**config.mk**
```make
export PLATFORM = sky130hd
export DESIGN_NAME = keypad_event_fifo
export DESIGN_NICKNAME = d
export VERILOG_FILES = /design/src/rtl/keypad_event_fifo.sv
export SDC_FILE = /design/constraint.sdc
export NUM_CORES = 1
export LEC_CHECK = 0
export CAP_MARGIN = 20
export CORE_MARGIN = 2
export CORE_UTILIZATION = 60
export CTS_CLUSTER_SIZE = 25
export DETAILED_ROUTE_END_ITERATION = 8
export PLACE_DENSITY_LB_ADDON = 0.12
export SLEW_MARGIN = 40
export SYNTH_ARGS = -nofsm -noshare
export SYNTH_HDL_FRONTEND = slang
export SYNTH_SLANG_ARGS = --single-unit
```
**constraint.sdc**
```tcl
create_clock -name clk -period 6.4 [get_ports clk]
set_clock_uncertainty 0.15 [all_clocks]
set_input_delay 1.6 -clock clk [delete_from_list [all_inputs] [get_ports clk]]
set_output_delay 1.6 -clock clk [all_outputs]
set_load 0.02 [all_outputs]
```
**src/rtl/keypad_event_fifo.sv**
```systemverilog
// Matrix keypad scanner with frame debounce. Press (and optional release)
// events are queued in a FIFO that the MCU drains with a valid/ack handshake.
module keypad_event_fifo #(
  parameter int ROWS       = 4,
  parameter int COLS       = 4,
  parameter int SCAN_DIV   = 16,
  parameter int DEBOUNCE   = 3,
  parameter int FIFO_DEPTH = 4,
  parameter int REL_EVT    = 0
) (
  input  logic                          clk,
  input  logic                          rst,
  input  logic [ROWS-1:0]               Keypad_rows,
  output logic [COLS-1:0]               Keypad_cols,
  output logic [7:0]                    key_code,
  output logic                          key_valid,
  input  logic                          key_ack,
  output logic                          overflow,
  input  logic                          clr_ovf,
  output logic [$clog2(FIFO_DEPTH):0]   fifo_count
);

  localparam int NKEYS = ROWS * COLS;
  localparam int CW    = (COLS > 1) ? $clog2(COLS) : 1;
  localparam int DW    = $clog2(SCAN_DIV);
  localparam int PW    = $clog2(FIFO_DEPTH);
  localparam int CNTW  = PW + 1;

  // Key indices are 0..63, so bit 6 alone marks "no key".
  localparam logic [6:0]      KEY_NONE   = 7'h40;
  localparam logic [CW-1:0]   COL_LAST   = CW'(COLS - 1);
  localparam logic [DW-1:0]   DWELL_LAST = DW'(SCAN_DIV - 1);
  localparam logic [3:0]      RUN_MAX    = 4'(DEBOUNCE);
  localparam logic [CNTW-1:0] FIFO_FULL  = CNTW'(FIFO_DEPTH);
  localparam logic            REL_ON     = (REL_EVT != 0);

  logic [CW-1:0]    col_q, col_d;
  logic [DW-1:0]    dwell_q, dwell_d;
  logic [COLS-1:0]  cols_q, cols_d;
  logic [NKEYS-1:0] frame_q, frame_d;
  logic             sample_s;
  logic             frame_done_s;
  logic [6:0]       code_s;

  logic [6:0]       prev_q, prev_d;
  logic [3:0]       run_q, run_d, run_next_s;
  logic [6:0]       state_q, state_d;
  logic             accept_s;
  logic             rel_s;
  logic             prs_s;

  logic             pend_q, pend_d;
  logic [7:0]       pend_code_q, pend_code_d;
  logic             push_s;
  logic [7:0]       push_data_s;

  logic [7:0]       mem_q [FIFO_DEPTH];
  logic [PW-1:0]    wr_q, wr_d;
  logic [PW-1:0]    rd_q, rd_d;
  logic [CNTW-1:0]  count_q, count_d;
  logic             pop_s;
  logic             full_s;
  logic             wr_en_s;
  logic             drop_s;
  logic             ovf_q, ovf_d;
  logic [7:0]       key_code_q, key_code_d;
  logic             key_valid_q, key_valid_d;

  assign sample_s     = (dwell_q == DWELL_LAST);
  assign frame_done_s = sample_s && (col_q == COL_LAST);

  // Column scan: sample the rows at the end of each dwell, then move on.
  always_comb begin
    col_d   = col_q;
    dwell_d = dwell_q + DW'(1'b1);
    frame_d = frame_q;
    if (sample_s) begin
      dwell_d = '0;
      frame_d[int'(col_q) * ROWS +: ROWS] = ~Keypad_rows;
      if (col_q == COL_LAST) begin
        col_d = '0;
      end else begin
        col_d = col_q + CW'(1'b1);
      end
    end else begin
      col_d = col_q;
    end
    cols_d = ~(COLS'(1'b1) << col_d);
  end

  // Lowest-index pressed key of the frame including this cycle's sample.
  always_comb begin
    code_s = KEY_NONE;
    for (int i = NKEYS - 1; i >= 0; i--) begin
      if (frame_d[i]) begin
        code_s = 7'(i);
      end else begin
        code_s = code_s;
      end
    end
  end

  // Debounce run length and accepted-state tracking, once per frame.
  always_comb begin
    if (code_s == prev_q) begin
      if (run_q == RUN_MAX) begin
        run_next_s = run_q;
      end else begin
        run_next_s = run_q + 4'd1;
      end
    end else begin
      run_next_s = 4'd1;
    end
    accept_s = frame_done_s && (run_next_s == RUN_MAX) && (code_s != state_q);
    rel_s    = accept_s && REL_ON && (state_q != KEY_NONE);
    prs_s    = accept_s && (code_s != KEY_NONE);
    if (frame_done_s) begin
      prev_d = code_s;
      run_d  = run_next_s;
    end else begin
      prev_d = prev_q;
      run_d  = run_q;
    end
    if (accept_s) begin
      state_d = code_s;
    end else begin
      state_d = state_q;
    end
  end

  // A release pushes now and parks the press for the following cycle.
  always_comb begin
    pend_d      = 1'b0;
    pend_code_d = pend_code_q;
    push_s      = 1'b0;
    push_data_s = 8'hFF;
    if (rel_s) begin
      push_s      = 1'b1;
      push_data_s = {2'b10, state_q[5:0]};
      pend_d      = prs_s;
      pend_code_d = {2'b00, code_s[5:0]};
    end else if (prs_s) begin
      push_s      = 1'b1;
      push_data_s = {2'b00, code_s[5:0]};
    end else if (pend_q) begin
      push_s      = 1'b1;
      push_data_s = pend_code_q;
    end else begin
      push_s      = 1'b0;
    end
  end

  // FIFO bookkeeping; the head is precomputed so the outputs stay registered.
  always_comb begin
    pop_s       = key_ack && key_valid_q;
    full_s      = (count_q == FIFO_FULL);
    wr_en_s     = push_s && (!full_s || pop_s);
    drop_s      = push_s && full_s && !pop_s;
    wr_d        = wr_q + PW'(wr_en_s);
    rd_d        = rd_q + PW'(pop_s);
    count_d     = count_q + CNTW'(wr_en_s) - CNTW'(pop_s);
    key_valid_d = (count_d != '0);
    if (drop_s) begin
      ovf_d = 1'b1;
    end else if (clr_ovf) begin
      ovf_d = 1'b0;
    end else begin
      ovf_d = ovf_q;
    end
    if (count_d == '0) begin
      key_code_d = 8'hFF;
    end else if (wr_en_s && (wr_q == rd_d)) begin
      key_code_d = push_data_s;
    end else begin
      key_code_d = mem_q[rd_d];
    end
  end

  // Control and status registers.
  always_ff @(posedge clk) begin
    if (rst) begin
      col_q       <= '0;
      dwell_q     <= '0;
      cols_q      <= ~(COLS'(1'b1));
      frame_q     <= '0;
      prev_q      <= KEY_NONE;
      run_q       <= 4'd0;
      state_q     <= KEY_NONE;
      pend_q      <= 1'b0;
      pend_code_q <= 8'h00;
      wr_q        <= '0;
      rd_q        <= '0;
      count_q     <= '0;
      ovf_q       <= 1'b0;
      key_code_q  <= 8'hFF;
      key_valid_q <= 1'b0;
    end else begin
      col_q       <= col_d;
      dwell_q     <= dwell_d;
      cols_q      <= cols_d;
      frame_q     <= frame_d;
      prev_q      <= prev_d;
      run_q       <= run_d;
      state_q     <= state_d;
      pend_q      <= pend_d;
      pend_code_q <= pend_code_d;
      wr_q        <= wr_d;
      rd_q        <= rd_d;
      count_q     <= count_d;
      ovf_q       <= ovf_d;
      key_code_q  <= key_code_d;
      key_valid_q <= key_valid_d;
    end
  end

  // Event storage.
  always_ff @(posedge clk) begin
    if (rst) begin
      for (int i = 0; i < FIFO_DEPTH; i++) begin
        mem_q[i] <= 8'hFF;
      end
    end else if (wr_en_s) begin
      mem_q[wr_q] <= push_data_s;
    end else begin
      mem_q[wr_q] <= mem_q[wr_q];
    end
  end

  assign Keypad_cols = cols_q;
  assign key_code    = key_code_q;
  assign key_valid   = key_valid_q;
  assign overflow    = ovf_q;
  assign fifo_count  = count_q;

endmodule

```
==> results of run 1 <==
-- cells by family after synthesis --
| kind of cell | count (synthesis) | share of synthesized area [%] |
|---|---|---|
| compound gates | 120 | 19.2 |
| xor+xnor | 9 | 1.86 |
| fa+ha+maj | 13 | 4.02 |
| buf+inv | 48 | 5.35 |
| flops | 74 | 39.8 |
| mux | 7 | 3.14 |
| simple gates | 205 | 26.7 |
-- metrics by stage --
stage | TNS (ps) | instances | setup slack [ps] | hold WS [ps]
after global routing | 0 | 596 | 44.5 | 358
after global placement | 0 | 579 | 114 | 303
after detailed placement | -24.7 | 579 | -24.7 | 320
after CTS | 0 | 595 | 313 | 332
after floorplan | 0 | 476 | 897 | 290
final | 0 | 596 | 354 | 326
-- flip-flops by register name, summed over array words and instances, names as in the netlist --
name / count
Keypad_cols: 4
col_q: 2
dwell_q: 4
fifo_count: 3
frame_q: 16
key_code: 5
key_valid: 1
mem_q: 20
overflow: 1
prev_q: 5
rd_q: 2
run_q: 4
state_q: 5
wr_q: 2
-- worst max path at each step --
| stage | startpoint | end | slack, ps | depth (start not counted) |
|---|---|---|---|---|
| floorplan | Keypad_rows[3] | key_code[3] | 900 | 19 |
| CTS | Keypad_rows[2] | key_code[3] | 310 | 19 |
| global placement | Keypad_rows[2] | key_code[3] | 110 | 19 |
| detailed placement | Keypad_rows[2] | key_code[3] | -20 | 19 |
| global route | Keypad_rows[2] | key_code[3] | 40 | 19 |
| finish | Keypad_rows[2] | key_code[3] | 350 | 19 |
-- cell type report --
type | count | area share, %
Clock buffer | 9 | 2.61
Clock inverter | 7 | 1.80
Inverter | 21 | 1.66
Multi-Input combinational cell | 354 | 49.2
Sequential cell | 74 | 35.5
Tap cell | 96 | 2.53
Timing Repair Buffer | 35 | 6.71
-- layer usage --
| metal | global-route usage, % | part of all wire (%) |
|---|---|---|
| met1 | 44.0 | 45 |
| met2 | 40.4 | 44 |
| met4 | 11.3 | 1.4 |
| met5 | 0 | 0 |
| met3 | 4.71 | 9.5 |
-- placed cells by master, fill, tap and decap left out, drive strengths merged, types with 20 or more instances in the layout --
cell type / netlist / layout
a21oi: 37 / 37
clkdlybuf4s50: 0 / 23
dfxtp: 54 / 54
edfxtp: 20 / 20
inv: 21 / 24
nand2: 40 / 40
nand3: 33 / 33
nor2: 41 / 41
o21ai: 22 / 22
-- power by group through the flow --
| stage | Combinational (uW) | Clock, uW | Sequential, uW |
|---|---|---|---|
| detailed placement | 156 | 0 | 521 |
| global placement | 152 | 0 | 519 |
| CTS | 158 | 391 | 510 |
| global route | 179 | 410 | 512 |
| finish | 165 | 387 | 510 |
| floorplan | 94.0 | 0 | 530 |
-- worst reg2reg max path, stage by stage (launching register included) --
cell      delay (ps)
dfxtp_1          600
inv_1            180
ha_1             440
or3b_1           530
nor3_1           250
o221ai_1         180
a21oi_1          280
xor2_1           160
a31oi_1          270
nand4_4          130
or3_1            420
ha_1             300
inv_1             60
ha_1             130
inv_1             50
fa_1             390
xor2_1           210
xnor2_1          140
a31oi_2          340
a21boi_0         210
a32oi_1           80
-- repair_timing --
item,CTS,global route
setup endpoints to repair,0,5
buffers inserted,0,0
hold buffers,0,0
gates resized for setup,0,2
==> impl_metrics.env, run 1 <==
export IMPL_crit_type="input pin to flip-flop"
export IMPL_synth_largest_area_cell="dfxtp_1"
export IMPL_synth_ff_latch_count=74
export IMPL_antenna_violations_before_repair=0
export IMPL_drt_drc_violations_left=0
export IMPL_outcome="finished, final reports clean"
export IMPL_yosys_cell_count_top_type="dfxtp_1"
export IMPL_min_from="overflow"
export IMPL_reg2regPathDepth=20
export IMPL_whs_endpoint="overflow"
export IMPL_grt_start_max_net_pins=64
export IMPL_internal_power_uw=756
export IMPL_antenna_cells=0
export IMPL_final_setup_viol_count=0
export IMPL_clock_tree_from_tritoncts="done"
export IMPL_sequential_cell_area_sq_um=1680
export IMPL_synth_main_ff_cell="dfxtp_1"
export IMPL_worst_skew_pair_later_pin_latency_ps=350
export IMPL_cts_max_level=3
export IMPL_fp_coreArea_sq_um=6790
export IMPL_dp_hpwl_microns=7490
export IMPL_p_seq_share_pct=48.0
export IMPL_p_leak_uw=0.00161
export IMPL_post_synth_most_frequent_cells="dfxtp_1 (54), nor2_1 (41), nand2_1 (40)"
export IMPL_setup_reg_to_reg_worst_slack_ps=780
export IMPL_clk_path_buf_depth=2
export IMPL_final_core_util_pct=69.8
export IMPL_hp_class="flip-flop to flip-flop"
export IMPL_area_growth_synth_to_final_pct=12.1
export IMPL_synth_top_cell_area_share_pct=25.6
export IMPL_place_area_sq_um=4510
export IMPL_hold_viol_final=0
export IMPL_die_w_microns=88.0
export IMPL_critical_path_max_stage_delay_ps=600
export IMPL_critical_path_reg2reg_endpoint="key_code[3]"
export IMPL_power_share_switching_pct=28.8
export IMPL_crit_fanout=7
export IMPL_achievable_frequency_mhz=165
export IMPL_grt_first_pass_wirelength_microns=17000
export IMPL_critPathTopFamily="compound AO/OA/AOI/OAI gates"
export IMPL_synthesis_nets=497
export IMPL_synth_seq_area_share_pct=39.8
export IMPL_number_of_global_route_vias_before_repair=3448
export IMPL_endpoint_kind="flip-flop"
export IMPL_path_clk_slew_ps=90
export IMPL_route_final_wire_length_microns=10700
export IMPL_avgSynthCellArea_sq_um=8.88
export IMPL_crit_buf_inv=3
export IMPL_regToRegStartpoint="col_q[0]"
export IMPL_synth_enable_flop_cells=20
export IMPL_firstDrtPassIters=5
export IMPL_avgViaCountPerCell=6.38
export IMPL_comb_power_share_pct=15.5
export IMPL_detail_route_antenna_nets=0
export IMPL_rsz0062_at_grt="false"
export IMPL_synth_lib_cells_used_distinct=75
export IMPL_crit_path_cell_trace="clkdlybuf4s50_1, nor2b_1, o21ai_0, o32ai_1, a211oi_2, or4_1, nand3_1, o21bai_2, or3_1, ha_1, inv_1, ha_1, inv_1, fa_1, xor2_1, xnor2_1, a31oi_2, a21boi_0, a32oi_1"
export IMPL_finalNetCount=516
export IMPL_proportion_of_layout_cells_with_a_drive_suffix_above_1_pct=10.4
export IMPL_total_power_uw=1060
export IMPL_multi_input_area_sq_um=2330
export IMPL_die_h_microns=88.0
export IMPL_numClockSinks=74
export IMPL_finalWeightedCongestion=0.917
export IMPL_globalRouteTotalUtil_pct=28.8
export IMPL_die_area_sq_um=7740
export IMPL_cts_root_buf="clkbuf_8"
export IMPL_p_switching_uw=306
export IMPL_post_synth_main_area_contributors="dfxtp_1 (26%), edfxtp_1 (14%), a21oi_1 (4.4%)"
export IMPL_critPathRequiredTime_ps=6470
export IMPL_synthesis_yosys_warnings=0
export IMPL_start_kind="input pin"
export IMPL_max_cap_violations=0
export IMPL_cts_buffers=9
export IMPL_route_vias_total=3804
export IMPL_grt_remaining_overflow=0
export IMPL_ys_async_sr_fraction_pct=0
export IMPL_clock_power_share_pct=36.4
export IMPL_power_per_cell_area_nw_per_um2=224
export IMPL_first_iter_violations=417
export IMPL_numPortBuffers=24
export IMPL_finalWorstPathRequiredPeriod_ps=6050
export IMPL_cell_at_the_slowest_stage_of_the_critical_path="clkdlybuf4s50_1"
export IMPL_io_pins=25
export IMPL_layout_filler_cell_count=551
export IMPL_vdd_ir_drop_max_uv=171
export IMPL_worst_slew_pin_transition_ps=664
export IMPL_design_area_sq_um=4740
export IMPL_post_drt_wl_per_cell_microns=17.9
export IMPL_crit_arrival_ps=6120
export IMPL_synth_cell_area_sq_um=4230
export IMPL_slew_violations=0
export IMPL_relative_slew_slack_pct=55.6
export IMPL_min_period_over_period_pct=94.5
export IMPL_timing_hold_worst_path_depth=2
export IMPL_rows=30
export IMPL_initial_core_util_pct=62.2
export IMPL_post_synth_inst_count=476
(Power assumes the default switching activity.)
==> run 2, diff against run 1 <==
--- a/config.mk
+++ b/config.mk
@@ -8,8 +8,10 @@
 export CAP_MARGIN = 20
 export CORE_MARGIN = 2
 export CORE_UTILIZATION = 60
+export CTS_CLUSTER_DIAMETER = 50
 export CTS_CLUSTER_SIZE = 25
 export DETAILED_ROUTE_END_ITERATION = 8
+export MAX_ROUTING_LAYER = met4
 export PLACE_DENSITY_LB_ADDON = 0.12
 export SLEW_MARGIN = 40
 export SYNTH_ARGS = -nofsm -noshare
==> run 2 against run 1 <==
Largest cell class unchanged. Wire length is 0.75% lower. Die area stayed put. Flip-flop and latch count stayed put. First-iteration DRC count is 33% lower.
==> impl_metrics.env, run 2 (synthesis gave the netlist of run 1 again) <==
export IMPL_route_vias_total=3779
export IMPL_rsz0062_at_grt="false"
export IMPL_relative_slew_slack_pct=55.4
export IMPL_critical_path_reg2reg_endpoint="key_code[3]"
export IMPL_area_growth_synth_to_final_pct=11.7
export IMPL_critPathRequiredTime_ps=6470
export IMPL_final_setup_viol_count=0
export IMPL_path_clk_slew_ps=90
export IMPL_io_pins=25
export IMPL_finalWeightedCongestion=0.928
export IMPL_clk_path_buf_depth=2
export IMPL_worst_skew_pair_later_pin_latency_ps=350
export IMPL_vdd_ir_drop_max_uv=162
export IMPL_outcome="finished, final reports clean"
export IMPL_hp_class="flip-flop to flip-flop"
export IMPL_crit_arrival_ps=6100
export IMPL_cell_at_the_slowest_stage_of_the_critical_path="clkdlybuf4s50_1"
export IMPL_min_period_over_period_pct=94.2
export IMPL_max_cap_violations=0
export IMPL_number_of_global_route_vias_before_repair=3490
export IMPL_finalHoldWorstSlack_ps=322
export IMPL_critPathTopFamily="compound AO/OA/AOI/OAI gates"
export IMPL_antenna_cells=0
export IMPL_layout_cells_most_common="dfxtp_1"
export IMPL_hold_viol_final=0
export IMPL_cts_max_level=3
export IMPL_avgViaCountPerCell=6.35
export IMPL_reg2regPathDepth=20
export IMPL_power_per_cell_area_nw_per_um2=223
export IMPL_finalNetCount=515
export IMPL_grt_remaining_overflow=0
export IMPL_firstDrtPassIters=5
export IMPL_initial_core_util_pct=62.2
export IMPL_endpoint_kind="flip-flop"
export IMPL_worst_slew_pin_transition_ps=668
export IMPL_grt_start_max_net_pins=64
export IMPL_p_leak_uw=0.00161
export IMPL_critical_path_max_stage_delay_ps=540
export IMPL_whs_endpoint="frame_q[14]"
export IMPL_cts_root_buf="clkbuf_8"
export IMPL_largest_reg_flops=20
export IMPL_achievable_frequency_mhz=166
export IMPL_slew_violations=0
export IMPL_numClockSinks=74
export IMPL_cts_setup_buffers=0
export IMPL_dp_hpwl_microns=7670
export IMPL_mostFrequentLayoutCells="dfxtp_1 (54), nor2_1 (41), nand2_1 (40)"
export IMPL_die_w_microns=88.0
export IMPL_crit_path_cell_trace="clkdlybuf4s50_1, nor2b_1, o21ai_0, o32ai_1, a211oi_1, o21ai_0, o221ai_1, o21bai_2, or3_1, ha_1, inv_1, ha_1, inv_1, fa_1, xor2_1, xnor2_1, a31oi_2, a21boi_0, a32oi_1"
export IMPL_start_kind="input pin"
export IMPL_drt_drc_violations_left=0
export IMPL_post_drt_wl_per_cell_microns=17.8
export IMPL_reg_with_most_ffs="mem_q"
export IMPL_timing_hold_worst_path_depth=2
export IMPL_finalWorstPathRequiredPeriod_ps=6030
export IMPL_globalRouteTotalUtil_pct=29.7
export IMPL_placed_instances=578
export IMPL_clock_tree_from_tritoncts="done"
export IMPL_first_iter_violations=281
export IMPL_proportion_of_layout_cells_with_a_drive_suffix_above_1_pct=10.0
export IMPL_die_area_sq_um=7740
export IMPL_setup_reg_to_reg_worst_slack_ps=860
export IMPL_fp_coreArea_sq_um=6790
export IMPL_layout_filler_cell_count=569
export IMPL_min_from="frame_q[14]"
export IMPL_crit_buf_inv=3
export IMPL_numPortBuffers=24
export IMPL_crit_fanout=7
export IMPL_rows=30
export IMPL_final_cell_count_without_fillers=595
export IMPL_grt_first_pass_wirelength_microns=17100
export IMPL_cts_buffers=9
export IMPL_route_final_wire_length_microns=10600
export IMPL_largest_regs="mem_q: 20 flops, frame_q: 16 flops"
export IMPL_die_h_microns=88.0
export IMPL_antenna_violations_before_repair=0
export IMPL_crit_type="input pin to flip-flop"
export IMPL_regToRegStartpoint="col_q[0]"
export IMPL_detail_route_antenna_nets=0
-- run 2: cell types whose count changed in the layout (fill, tap and decap cells not counted) --
| cell | change |
|---|---|
| inv_8 | -1 |
| buf_4 | -1 |
| inv_6 | +1 |
| clkinv_4 | +1 |
| clkinvlp_4 | -1 |
| a211oi_1 | +1 |
| a211oi_2 | -1 |
-- run 2: metrics by stage --
stage                     setup TNS [ps]  setup WS, ps  instance area, sq um  utilization (%)  total power (uW)
after floorplan                        0           897                  4230                -               624
after global placement                 0           136                  4500             66.3               672
after detailed placement           -14.0         -14.0                  4500             66.3               675
after CTS                              0           331                  4710             69.4              1050
after global routing                   0          68.9                  4730             69.6              1090
final                                  0           369                  4730             69.6              1060
-- run 2: cell type report --
type,count,area [sq um],area share [%]
Clock inverter,7,83.8,1.77
Sequential cell,74,1680,35.6
Multi-Input combinational cell,354,2330,49.2
Clock buffer,9,124,2.62
Tap cell,96,120,2.54
Timing Repair Buffer,34,310,6.57
Inverter,21,78.8,1.67
-- run 2: worst max path at each step --
stage                        start           to  depth (start not counted)
floorplan           Keypad_rows[3]  key_code[3]                         19
CTS                 Keypad_rows[2]  key_code[3]                         19
detailed placement  Keypad_rows[2]  key_code[3]                         19
global placement    Keypad_rows[2]  key_code[3]                         19
global route        Keypad_rows[2]  key_code[3]                         19
finish              Keypad_rows[2]  key_code[3]                         19
-- run 2: worst register-to-register path, stage by stage, from the launching register on --
cell and delay, ps:
dfxtp_1 610, inv_1 180, ha_1 450, or3b_1 510, nor3_1 240, or2_1 230
o211ai_2 180, a211o_1 360, nand2_1 130, nand4_4 100, or3_1 420, ha_1 280
inv_1 50, ha_1 130, inv_1 50, fa_1 370, xor2_1 160, xnor2_1 150
a31oi_2 370, a21boi_0 220, a32oi_1 70
-- run 2: routing by layer --
metal / track usage (%) / share of wire [%]
met2: 43.4 / 44
met4: 6.99 / 1.4
met3: 5.00 / 6.6
met5: - / 0
met1: 43.3 / 47
-- run 2: repair_timing --
| item | 4_1_cts | 5_1_grt |
|---|---|---|
| resized for setup | 0 | 1 |
| endpoints found under the hold margin | 0 | 0 |
| hold buffers | 0 | 0 |
| setup endpoints to repair | 0 | 2 |
-- run 2: report_power, final --
| part | internal [uW] | switching (uW) | total (uW) | leakage, uW |
|---|---|---|---|---|
| Sequential | 496 | 14.3 | 510 | 0.000589 |
| Clock | 187 | 196 | 383 | 0.000102 |
| Combinational | 71.5 | 90.0 | 162 | 0.000914 |
==> run 3, diff against run 2 <==
--- a/config.mk
+++ b/config.mk
@@ -17,3 +17,4 @@
 export SYNTH_ARGS = -nofsm -noshare
 export SYNTH_HDL_FRONTEND = slang
 export SYNTH_SLANG_ARGS = --single-unit
+export TNS_END_PERCENT = 10
==> results of run 3 <==
Same layout as run 2: the final DEF is identical, and so are final timing and power.
